`src/rtl/pipe_ctrl_pkg.sv`:
```
// pipe_ctrl_pkg: shared encodings for the pipeline sequencer.
//   CTRL_Wire_Bus   : per-stage register control (Normal / Block / Flush)
//   pc_sel_t        : PC source select (SEQ / BRANCH / TRAP)
//   pctrl_state_e   : sequencer state (RUN / MEM_WAIT / TRAP)
package pipe_ctrl_pkg;

  typedef logic [1:0] CTRL_Wire_Bus;

  localparam CTRL_Wire_Bus CTRL_STATE_Normal = 2'b00;  // register loads
  localparam CTRL_Wire_Bus CTRL_STATE_Block  = 2'b01;  // register holds
  localparam CTRL_Wire_Bus CTRL_STATE_Flush  = 2'b10;  // register loads a bubble

  typedef logic [1:0] pc_sel_t;

  localparam pc_sel_t PC_SEL_SEQ    = 2'd0;
  localparam pc_sel_t PC_SEL_BRANCH = 2'd1;
  localparam pc_sel_t PC_SEL_TRAP   = 2'd2;

  typedef enum logic [1:0] {
    PCTRL_RUN      = 2'd0,
    PCTRL_MEM_WAIT = 2'd1,
    PCTRL_TRAP     = 2'd2
  } pctrl_state_e;

endpackage

```
`src/rtl/pipe_ctrl_reg.sv`:
```
// pipe_ctrl_reg: generic enabled register with asynchronous active-low clear.
// Ports:
//   i_clk   : clock, rising edge
//   i_rst_n : asynchronous active-low clear to ResetVal
//   i_wen   : load enable
//   i_d     : next value
//   o_q     : registered value
module pipe_ctrl_reg #(
  parameter int unsigned        Width    = 1,
  parameter logic [Width-1:0]   ResetVal = '0
) (
  input  logic             i_clk,
  input  logic             i_rst_n,
  input  logic             i_wen,
  input  logic [Width-1:0] i_d,
  output logic [Width-1:0] o_q
);

  logic [Width-1:0] r_q;

  always_ff @(posedge i_clk or negedge i_rst_n) begin
    if (!i_rst_n) begin
      r_q <= ResetVal;
    end else if (i_wen) begin
      r_q <= i_d;
    end
  end

  assign o_q = r_q;

endmodule

```
`src/rtl/pipe_ctrl.sv`:
```
// pipe_ctrl: central sequencer for the five-stage pipeline. Produces Normal/Block/Flush
// controls for the IF_ID, ID_EX, EX_MEM and MEM_WB registers plus PC write-enable and
// source select, resolving traps, data-memory stalls, branch redirects, load-use
// hazards and fetch-not-ready. Outputs are Mealy (state + current inputs).
// Ports:
//   clk, rst          : clock (rising edge), asynchronous active-low reset
//   if_ready_i        : fetch has a valid instruction
//   load_use_i        : ID depends on the load currently in EX
//   branch_taken_i    : EX resolved a taken branch/jump
//   mem_req_i/ack_i   : MEM holds a load/store / memory completes it this cycle
//   trap_i            : MEM raises an exception or interrupt
//   *_ctrl_o          : per-stage-register control
//   pc_wen_o/pc_sel_o : PC update enable and source select
//   mem_cancel_o      : abort the outstanding data access
//   busy_o            : controller is in MEM_WAIT or TRAP
module pipe_ctrl
  import pipe_ctrl_pkg::*;
#(
  parameter int unsigned TRAP_DRAIN = 2,  // legal range 1..7
  parameter int unsigned CNT_W      = 3
) (
  input  logic         clk,
  input  logic         rst,
  input  logic         if_ready_i,
  input  logic         load_use_i,
  input  logic         branch_taken_i,
  input  logic         mem_req_i,
  input  logic         mem_ack_i,
  input  logic         trap_i,
  output CTRL_Wire_Bus if_id_ctrl_o,
  output CTRL_Wire_Bus id_ex_ctrl_o,
  output CTRL_Wire_Bus ex_mem_ctrl_o,
  output CTRL_Wire_Bus mem_wb_ctrl_o,
  output logic         pc_wen_o,
  output pc_sel_t      pc_sel_o,
  output logic         mem_cancel_o,
  output logic         busy_o
);

  localparam logic [CNT_W-1:0] DrainLoad = CNT_W'(TRAP_DRAIN - 1);

  logic [1:0]       r_state_raw;
  logic [CNT_W-1:0] r_cnt;
  pctrl_state_e     w_state;
  pctrl_state_e     w_state_d;
  logic [CNT_W-1:0] w_cnt_d;

  // Front-end hazard resolution (branch > load-use > fetch), shared by RUN and the
  // MEM_WAIT ack cycle.
  CTRL_Wire_Bus w_fe_if_id;
  CTRL_Wire_Bus w_fe_id_ex;
  logic         w_fe_pc_wen;
  pc_sel_t      w_fe_pc_sel;

  pipe_ctrl_reg #(
    .Width    (2),
    .ResetVal (PCTRL_RUN)
  ) u_state_reg (
    .i_clk   (clk),
    .i_rst_n (rst),
    .i_wen   (1'b1),
    .i_d     (w_state_d),
    .o_q     (r_state_raw)
  );

  pipe_ctrl_reg #(
    .Width    (CNT_W),
    .ResetVal ('0)
  ) u_cnt_reg (
    .i_clk   (clk),
    .i_rst_n (rst),
    .i_wen   (1'b1),
    .i_d     (w_cnt_d),
    .o_q     (r_cnt)
  );

  assign w_state = pctrl_state_e'(r_state_raw);

  always_comb begin
    w_fe_if_id  = CTRL_STATE_Normal;
    w_fe_id_ex  = CTRL_STATE_Normal;
    w_fe_pc_wen = 1'b1;
    w_fe_pc_sel = PC_SEL_SEQ;
    if (branch_taken_i) begin
      w_fe_if_id  = CTRL_STATE_Flush;
      w_fe_id_ex  = CTRL_STATE_Flush;
      w_fe_pc_sel = PC_SEL_BRANCH;
    end else if (load_use_i) begin
      w_fe_if_id  = CTRL_STATE_Block;
      w_fe_id_ex  = CTRL_STATE_Flush;
      w_fe_pc_wen = 1'b0;
    end else if (!if_ready_i) begin
      w_fe_if_id  = CTRL_STATE_Flush;
      w_fe_pc_wen = 1'b0;
    end
  end

  always_comb begin
    if_id_ctrl_o  = CTRL_STATE_Normal;
    id_ex_ctrl_o  = CTRL_STATE_Normal;
    ex_mem_ctrl_o = CTRL_STATE_Normal;
    mem_wb_ctrl_o = CTRL_STATE_Normal;
    pc_wen_o      = 1'b1;
    pc_sel_o      = PC_SEL_SEQ;
    mem_cancel_o  = 1'b0;
    w_state_d     = w_state;
    w_cnt_d       = r_cnt;

    unique case (w_state)
      PCTRL_RUN, PCTRL_MEM_WAIT: begin
        if (trap_i) begin
          if_id_ctrl_o  = CTRL_STATE_Flush;
          id_ex_ctrl_o  = CTRL_STATE_Flush;
          ex_mem_ctrl_o = CTRL_STATE_Flush;
          mem_wb_ctrl_o = CTRL_STATE_Flush;
          pc_wen_o      = 1'b0;
          mem_cancel_o  = (w_state == PCTRL_MEM_WAIT);
          w_cnt_d       = DrainLoad;
          w_state_d     = PCTRL_TRAP;
        end else if ((w_state == PCTRL_RUN) ? (mem_req_i && !mem_ack_i) : !mem_ack_i) begin
          // Hold the upper pipe; MEM_WB takes a bubble so the stalled op is not
          // written back once per wait cycle.
          if_id_ctrl_o  = CTRL_STATE_Block;
          id_ex_ctrl_o  = CTRL_STATE_Block;
          ex_mem_ctrl_o = CTRL_STATE_Block;
          mem_wb_ctrl_o = CTRL_STATE_Flush;
          pc_wen_o      = 1'b0;
          w_state_d     = PCTRL_MEM_WAIT;
        end else begin
          if_id_ctrl_o = w_fe_if_id;
          id_ex_ctrl_o = w_fe_id_ex;
          pc_wen_o     = w_fe_pc_wen;
          pc_sel_o     = w_fe_pc_sel;
          w_state_d    = PCTRL_RUN;
        end
      end
      PCTRL_TRAP: begin
        if_id_ctrl_o  = CTRL_STATE_Flush;
        id_ex_ctrl_o  = CTRL_STATE_Flush;
        ex_mem_ctrl_o = CTRL_STATE_Flush;
        mem_wb_ctrl_o = CTRL_STATE_Flush;
        pc_wen_o      = 1'b0;
        if (r_cnt != '0) begin
          w_cnt_d = r_cnt - CNT_W'(1);
        end else begin
          pc_wen_o  = 1'b1;
          pc_sel_o  = PC_SEL_TRAP;
          w_state_d = PCTRL_RUN;
        end
      end
      default: begin
        w_state_d = PCTRL_RUN;
      end
    endcase

    // Reset forces a quiescent pipe regardless of inputs.
    if (!rst) begin
      if_id_ctrl_o  = CTRL_STATE_Flush;
      id_ex_ctrl_o  = CTRL_STATE_Flush;
      ex_mem_ctrl_o = CTRL_STATE_Flush;
      mem_wb_ctrl_o = CTRL_STATE_Flush;
      pc_wen_o      = 1'b0;
      pc_sel_o      = PC_SEL_SEQ;
      mem_cancel_o  = 1'b0;
    end
  end

  assign busy_o = (w_state != PCTRL_RUN);

endmodule
```
`config.mk`:
```
export PLATFORM = sky130hd
export DESIGN_NAME = pipe_ctrl
export DESIGN_NICKNAME = d
export VERILOG_FILES = /design/src/rtl/pipe_ctrl_pkg.sv /design/src/rtl/pipe_ctrl_reg.sv /design/src/rtl/pipe_ctrl.sv
export SDC_FILE = /design/constraint.sdc
export NUM_CORES = 1
export LEC_CHECK = 0
export CAP_MARGIN = 20
export CELL_PAD_IN_SITES_DETAIL_PLACEMENT = 2
export CELL_PAD_IN_SITES_GLOBAL_PLACEMENT = 2
export CORE_MARGIN = 8
export CORE_UTILIZATION = 22
export DETAILED_ROUTE_END_ITERATION = 8
export PLACE_DENSITY_LB_ADDON = 0.1
export SLEW_MARGIN = 5
export SYNTH_ARGS = -nofsm -noshare
export SYNTH_HDL_FRONTEND = slang
export SYNTH_HIERARCHICAL = 1
export SYNTH_SLANG_ARGS = --single-unit
```
`constraint.sdc`:
```
create_clock -name clk -period 1.8 [get_ports clk]
set_input_delay 0.18 -clock clk [delete_from_list [all_inputs] [get_ports clk]]
set_output_delay 0.18 -clock clk [all_outputs]
set_load 0.03 [all_outputs]
```
### Word level (Yosys, flattened, before mapping)

Index checks and enable logic that the tools add are counted.

* flip-flop bits (word level): 5
* bits of input ports: 8
* output and inout bits: 13
* word-level logic and storage cells: 60

* $add $sub $neg: 1
* equality and inequality tests: 5
* mux-type cells: 44
* reductions and logical operators: 8

Operators with widths (count)
* $mux W2: 21
* $pmux W2 S2: 6
* $mux W1: 13
* $mux W3: 2
* $ne A2 B2 Y1 const B: 3
* $pmux W3 S2: 1
* $reduce_bool A2 Y1: 2
* $reduce_and A3 Y1: 1
* $reduce_bool A3 Y1: 1
* $sub A3 B1 Y3 const B: 1
* $eq A2 B1 Y1 const B: 1
* $eq A2 B2 Y1 const B: 1
* $logic_not A2 Y1: 1
* $pmux W1 S2: 1
* $reduce_or A2 Y1: 1
* $logic_and A1 B1 Y1: 1
* $logic_not A1 Y1: 1

### Depth between registers and ports, before layout

* depth after elaboration: 7
* gate-level depth with buffers: 6

### Modules after synthesis

Netlist, hierarchy kept.

Modules (own cells, without submodules)
* pipe_ctrl: times used 1, cells each 51, area each 329.1 um^2, sequential area each 0.0 um^2
* pipe_ctrl_reg at u_cnt_reg: times used 1, cells each 6, area each 108.9 um^2, sequential area each 75.1 um^2
* pipe_ctrl_reg at u_state_reg: times used 1, cells each 4, area each 72.6 um^2, sequential area each 50.0 um^2

### Worst setup path before layout

OpenSTA, ideal clock, no wires.

* kind: register to output
* start: register u_cnt_reg.r_q[0] (netlist: u_cnt_reg/o_q[0])
* end: output pc_sel_o[1]
* arrival time: 1.391 ns
* required time: 1.620 ns
* setup slack: 0.229 ns
* cell stages (with the launch flop): 5
* path buffers: 0
* cells stage by stage: dfrtp_1 > inv_1 > ha_1 > nand2b_1 > nor3_1

* cells in the longest elaborated chain, start to end: 4

Ends and longest elaborated chain
* start, declared: RTL line pipe_ctrl_reg.sv:19 `logic [Width-1:0] r_q;`
* start signal, assigned: RTL line pipe_ctrl_reg.sv:23 `r_q <= ResetVal;`
* start signal, assigned: RTL line pipe_ctrl_reg.sv:25 `r_q <= i_d;`
* $reduce_bool A3 Y1: RTL line pipe_ctrl.sv:143 `if (r_cnt != '0) begin`
* $mux W2: RTL line pipe_ctrl.sv:143
* $pmux W2 S2: RTL line pipe_ctrl.sv:109 `unique case (w_state)`
* $mux W2: RTL line pipe_ctrl.sv:157 `if (!rst) begin`
* end, declared: RTL line pipe_ctrl.sv:35 `output pc_sel_t pc_sel_o,`

No other way between the ends.

### Worst setup path in the final report

* start: register u_state_reg.r_q[0] (netlist: u_state_reg/o_q[0])
* end: output pc_sel_o[0]

* cells in the longest elaborated chain, start to end: 6

Ends and longest elaborated chain
* start, declared: RTL line pipe_ctrl_reg.sv:19
* start signal, assigned: RTL line pipe_ctrl_reg.sv:23
* start signal, assigned: RTL line pipe_ctrl_reg.sv:25
* $logic_not A2 Y1: RTL line pipe_ctrl.sv:109, pipe_ctrl.sv:120
* $mux W1: RTL line pipe_ctrl.sv:120 `end else if ((w_state == PCTRL_RUN) ? (mem_req_i && !mem_ack_i) : !mem_ack_i) begin`
* $mux W2: RTL line pipe_ctrl.sv:120
* $mux W2: RTL line pipe_ctrl.sv:111 `if (trap_i) begin`
* $pmux W2 S2 *: RTL line pipe_ctrl.sv:109
* $mux W2 *: RTL line pipe_ctrl.sv:157

Every way passes the cells marked *; elsewhere a longest branch is shown, timed or not.

==> implementation parameters <==
Parameter                              Value

CTS
  Root buffer selected by CTS ... sky130_fd_sc_hd__clkbuf_4
  TritonCTS clock tree ... done
  Post-CTS Setup Bufs ... 0
  Clock buffer depth ... 2
  Sinks on Clock Net ... 5
  Post-CTS clock slew at the launch and capture registers of the worst setup and hold paths ... roughly 0.050 ns
  Total CTS buffers ... 3
  Level count of the clock H-tree ... 1
  Clock insertion delay at the later pin of the skew report ... ~0.25 ns

Critical path
  Data required time at the worst endpoint ... 1.62 ns
  Buf/Inv on CP ... 1
  Number of cells traversed by the worst register-to-register path ... 6
  Slowest stage delay, CP ... around 0.45 ns
  Cell with the biggest individual delay on the critical path ... sky130_fd_sc_hd__dfrtp_1
  Worst Setup End Kind ... primary output
  Cells along the critical path ... or2_4 -> o21bai_4 -> and3_1 -> buf_4
  Minimum setup slack among reg-to-reg paths ... roughly 0.28 ns
  Kind of critical path ... flip-flop to primary output
  Critical path launch point type ... flip-flop
  Peak fanout along the critical path ... 6
  FF-to-FF End ... u_cnt_reg/o_q[1]
  Arrival time at the worst endpoint ... 1.46 ns
  Cell type group with the largest total delay on the critical path ... simple AND/OR/NAND/NOR gates
  Source of the worst register-to-register timing path ... u_cnt_reg/o_q[0]

STA
  Hold Fails Final Rpt ... 0
  Unrepaired setup endpoints after global routing ... false
  Tcrit/Tclk final ... between 90% and 100%
  Max frequency ... approximately 0.6 GHz
  Summed negative setup slack over all endpoints ... 0 ns
  Setup violators final ... 0
  Final Max Tran Viols ... 0
  Setup Skew ... about 0.0021 ns
  Post-layout min period ... approximately 1.6 ns

Final layout
  Area growth from synthesis to layout ... 50.00%
  Diode insertion count for antenna repair ... 0
  Layout cells sized above 1 ... between 30% and 40%
  # nets final ... 101
  Core utilization of the finished layout ... around 35%

Synth
  Number of library cell types mapped by synthesis ... 26
  Number of flip-flops and latches in the synthesized netlist ... 5
  Cells after Synth ... approximately 60
  Share of synthesized flip-flops with an asynchronous set or reset ... between 90% and 100%
  Predominant post-synthesis flop cell ... sky130_fd_sc_hd__dfrtp_1
  Register area share after synthesis ... between 20% and 30%
  Ys Warns ... 6
  Area of the mapped netlist ... 510.5 µm²
  Number of enable-type register cells in the synthesized netlist ... 0
  Average cell area after synthesis ... roughly 8.4 µm²

Worst hold path
  Type of the worst min-delay path ... input port to asynchronous set/reset pin

Power
  VDD IR-drop max ... around 740 µV
  Leakage power ... about 0.00037 µW
  Cell Pwr Density ... 1327 mW/mm²

Drt
  First-pass DRT Iterations ... 2
  Detailed router's first-iteration violation count ... 13
  Drt via density ... between 4 and 5
  Final WL ... approximately 1.6 mm
  Routed length per placed instance ... 13.63 µm
  DR vias ... 522
  Drc violations ... 0
  Final ANT Viol Nets ... 0

Floorplanning
  Initial standard-cell utilization of the core ... between 20% and 30%
  IO Count ... 21
  Die Y ... 64.17 µm
  Core Footprint ... between 0.002 and 0.0025 mm²
  Row count ... 17
  Area enclosed by the die boundary ... just over 0.004 mm²
  Chip width ... around 64 µm

Run status
  Status ... finished, final reports clean

GRT
  Vias in the first global route ... around 600
  Wire length of the first global-routing pass ... 2.863 mm
  Initial antenna violation count ... 0
  Total overflow reported by the global router ... 0
  Total routing usage reported by global routing ... 8.820%
  Maximum number of pins on one net before global-route repair ... 11

Placed design
  Post-DP HPWL ... between 1 and 1.5 mm
  Final weighted congestion in routability-driven placement ... ~0.7
  Count of buffers inserted at the top-level ports ... 19

Run
  Max-cap check violation count ... 0
## layout by cell type, fill, tap and decap left out
cell	instances
sky130_fd_sc_hd__buf_4	17
sky130_fd_sc_hd__clkdlybuf4s50_1	7
sky130_fd_sc_hd__conb_1	6
sky130_fd_sc_hd__nand2_1	5
sky130_fd_sc_hd__mux2_2	5
sky130_fd_sc_hd__dfrtp_1	5
sky130_fd_sc_hd__nand2b_1	4
sky130_fd_sc_hd__nor2_1	4
sky130_fd_sc_hd__inv_1	3
sky130_fd_sc_hd__a21oi_1	3
sky130_fd_sc_hd__o21ai_0	3
sky130_fd_sc_hd__clkbuf_4	3
sky130_fd_sc_hd__nor3_1	2
sky130_fd_sc_hd__o22ai_1	2
sky130_fd_sc_hd__nor2b_1	2
sky130_fd_sc_hd__mux2i_1	2
sky130_fd_sc_hd__and3_1	2
sky130_fd_sc_hd__a32oi_1	2
sky130_fd_sc_hd__ha_1	2
sky130_fd_sc_hd__or2_4	1
sky130_fd_sc_hd__o21bai_4	1
sky130_fd_sc_hd__nor2_2	1
sky130_fd_sc_hd__nand2b_2	1
sky130_fd_sc_hd__nand3b_1	1
sky130_fd_sc_hd__o21bai_2	1
sky130_fd_sc_hd__and2_1	1
sky130_fd_sc_hd__nand3_1	1
sky130_fd_sc_hd__o21bai_1	1
sky130_fd_sc_hd__clkbuf_1	1
sky130_fd_sc_hd__dlymetal6s2s_1	1
## worst reg2reg max path: cells and delay by family, from the launching register on
kind	cells	cell delay (ns)
and+or+nand+nor	2	0.29
muxes	2	0.43
DFF	1	0.38
buffers and inverters	1	0.08
adders and majority gates	1	0.23
## metrics by stage
stage	power, µW	setup WS, ns	hold slack (ns)	cells	cell area [µm²]
3_5_place_dp	892.9	0.1814	0.4827	114	734.5
6_report	1016	0.1551	0.2245	118	765.7
2_1_floorplan	670.0	0.2286	-0.1156	65	525.5
4_1_cts	1041	0.003504	0.2158	118	760.7
3_3_place_gp	876.7	0.1948	0.4782	114	734.5
5_1_grt	1134	0.01381	0.2212	118	765.7
## cell usage after synthesis (all sizes together) (2+ instances only)
library cell  instances  area [µm²]
nor3                  2       10.01
conb                  2       7.510
dfrtp                 5       125.1
o21ai                 3       15.01
a32oi                 2       17.52
mux2i                 2       20.02
mux2                  5       56.30
nor2                  5       18.77
nand2b                5       33.78
ha                    2       25.02
o21bai                3       37.54
nand2                 5       18.77
o22ai                 2       12.51
buf                   4       33.78
inv                   3       11.26
and3                  2       12.51
a21oi                 3       15.01
nor2b                 2       12.51
## power by group
part | internal [µW] | switching, µW | total [µW]
Combinational | 308 | 372 | 680
Clock | 84.4 | 54.6 | 139
Sequential | 158 | 39.1 | 198
Total | 550 | 466 | 1020
## cells by family (layout without fill, tap and decap cells)
| group | count (synthesis) | after routing | synth area share (%) |
|---|---|---|---|
| simple gates | 25 | 25 | 26.23 |
| mux | 7 | 7 | 14.95 |
| compound gates | 13 | 13 | 19.12 |
| fa+ha+maj | 2 | 2 | 4.901 |
| other cells | 2 | 6 | 1.471 |
| flops | 5 | 5 | 24.51 |
| buf+inv | 7 | 32 | 8.823 |
## how the worst max path moves through the flow
stage	start	endpoint	slack, ns	depth (start not counted)
finish	u_state_reg/o_q[0]	pc_sel_o[0]	0.16	4
detailed placement	rst	mem_wb_ctrl_o[1]	0.18	4
CTS	u_state_reg/o_q[0]	busy_o	0.004	2
floorplan	u_cnt_reg/o_q[0]	pc_sel_o[1]	0.23	4
global route	u_state_reg/o_q[0]	id_ex_ctrl_o[1]	0.01	4
global placement	mem_req_i	if_id_ctrl_o[1]	0.19	5
## layout make-up
class	count	area, µm²
tap	28	35.03
multi-input combinational	53	357.8
timing repair buffer	25	210.2
sequential	5	125.1
clock buffer	4	26.28
fill	267	1446
inverter	3	11.26
## metal layers
metal  global-route usage [%]  share of wire [%]  up-vias
li1                         -                  -      262
met1                    10.25                 47      243
met2                    14.05                 45       15
met3                    3.833                6.7        2
met4                    3.270                1.4        0
met5                        0                  0        -
## sequential cells by signal, summed over array words and instances (netlist names)
| name | count |
|---|---|
| u_cnt_reg/o_q | 3 |
| u_state_reg/o_q | 2 |
## what timing repair did
action                     in CTS  in global routing
hold buffers                    0                  0
gates resized for setup         0                  2
setup endpoints to repair       0                  5
Note: power is estimated with default switching activity, not from simulation.
==> variant (same flow settings) <==
Set the parameter `CNT_W` to 6 (it was 3).
--- a/src/rtl/pipe_ctrl.sv
+++ b/src/rtl/pipe_ctrl.sv
@@ -17,7 +17,7 @@
   import pipe_ctrl_pkg::*;
 #(
   parameter int unsigned TRAP_DRAIN = 2,  // legal range 1..7
-  parameter int unsigned CNT_W      = 3
+  parameter int unsigned CNT_W      = 6
 ) (
   input  logic         clk,
   input  logic         rst,
Function: no difference found for any inputs over 10 cycles, from zero or initial values and one cycle with rst low; that may be too few to reach the edited logic, so the function may still have changed.
==> variant against the unedited design <==
Total power up 51%; sequential cell count is 3 higher; worst setup slack worse by 0.10 ns; wire length increased by 49%; maximum frequency fell by 5.9%; non-clock buffer count grew 5; critical endpoint is now ex_mem_ctrl_o[0]; largest cell class unchanged; hold slack better by 0.12 ns; cell area increased by 40%; die area rose by 33%; register-to-register slack worse by 0.20 ns; clock skew rose by 0.0027 ns; cell count increased by 30%; synthesized area rose by 45%.
==> variant: results (changes against the unedited design) <==
<table>
<tr><th>Metric</th><th>Value</th></tr>
<tr><th colspan="2">Status</th></tr>
<tr><td>Run status</td><td>completed (unchanged)</td></tr>
<tr><th colspan="2">Worst setup path</th></tr>
<tr><td>Capturing element of the worst setup path</td><td>ex_mem_ctrl_o[0] (was pc_sel_o[0])</td></tr>
<tr><td>Reg2Reg Depth</td><td>5 (was 6)</td></tr>
<tr><td>Endpoint of the worst-slack reg-to-reg timing path</td><td>u_cnt_reg/o_q[3] (was u_cnt_reg/o_q[1])</td></tr>
<tr><th colspan="2">Place</th></tr>
<tr><td>Cell Area, Placed</td><td>977 um2 (was 734 um2)</td></tr>
<tr><td>Half-perimeter wire length after placement</td><td>1870 um (was 1370 um)</td></tr>
<tr><td>Placer's final routability congestion estimate</td><td>0.749 (was 0.721)</td></tr>
<tr><th colspan="2">Global route</th></tr>
<tr><td>Pin count of the biggest net entering global routing</td><td>9 (was 11)</td></tr>
<tr><td>Met3 Use GR</td><td>3.77% (was 3.83%)</td></tr>
<tr><td>Met2 capacity usage during global routing</td><td>14.2% (was 14.1%)</td></tr>
<tr><th colspan="2">Pwr</th></tr>
<tr><td>Combinational gate power</td><td>1.03 mW (was 0.680 mW)</td></tr>
<tr><td>Int Pwr</td><td>0.851 mW (was 0.550 mW)</td></tr>
<tr><td>Sequential Power Share</td><td>22.9% (was 19.4%)</td></tr>
<tr><th colspan="2">Synthesis</th></tr>
<tr><td>Average cell area after synthesis</td><td>9.50 um2 (was 8.37 um2)</td></tr>
<tr><td>Fraction of the mapped netlist area in compound gates</td><td>14.5% (was 19.1%)</td></tr>
<tr><td>Adder-cell share of the synthesized area</td><td>1.69% (was 4.90%)</td></tr>
<tr><td>Top area cells in the synthesized netlist</td><td>dfrtp_1 27%, mux2_4 12%, buf_6 4.6%, mux2_2 4.6%, mux2i_1 4.1% (was dfrtp_1 25%, mux2_2 11%, ha_1 4.9%, nand2b_1 4.9%, buf_4 4.4%)</td></tr>
<tr><td>Mux cell area share after synthesis</td><td>20.8% (was 15.0%)</td></tr>
<tr><th colspan="2">Route</th></tr>
<tr><td>Final wirelength</td><td>2390 um (was 1610 um)</td></tr>
<tr><td>Metal1 wirelength</td><td>1120 um (was 752 um)</td></tr>
<tr><th colspan="2">Clock tree</th></tr>
<tr><td>Setup Fix Bufs, Post-CTS</td><td>3 (was 0)</td></tr>
<tr><td>Clock-pin slew on the worst setup and hold paths</td><td>0.07 ns (was 0.05 ns)</td></tr>
<tr><th colspan="2">STA</th></tr>
<tr><td>Worst clock skew on the final layout</td><td>0.00477 ns (was 0.00206 ns)</td></tr>
<tr><th colspan="2">Final layout</th></tr>
<tr><td>Share of cells above drive strength 1</td><td>43.9% (was 33.3%)</td></tr>
<tr><td>Final #Nets</td><td>118 (was 101)</td></tr>
</table>
variant: changes by cell type after synthesis, moves of 3 or more:
cell,delta
dfrtp_1,+3
mux2_4,+6
a21oi_1,-3
nand2b_1,-3
variant: cell type report:
cell class                      instances  area, um2
Tap cell                               46       57.6
Timing Repair Buffer                   30        248
Sequential cell                         8        203
Clock buffer                            3       22.5
Multi-Input combinational cell         62        528
Inverter                                4       15.0
Fill cell                             380       2210
variant: how the worst min path moves through the flow:
stage               startpoint                 end  slack, ns  depth (start not counted)
finish                     rst  u_state_reg/o_q[0]       0.35                          2
global route               rst  u_state_reg/o_q[0]       0.34                          2
CTS                        rst  u_state_reg/o_q[0]       0.35                          2
detailed placement         rst  u_state_reg/o_q[0]       0.63                          2
global placement           rst  u_state_reg/o_q[1]       0.62                          2
floorplan                  rst    u_cnt_reg/o_q[0]      -0.12                          0
variant: critical path: stages (launching register included):
cell     delay (ns)
dfrtp_2        0.43
buf_4          0.17
nor3b_1        0.21
buf_4          0.17
nor2b_4        0.16
buf_4          0.18
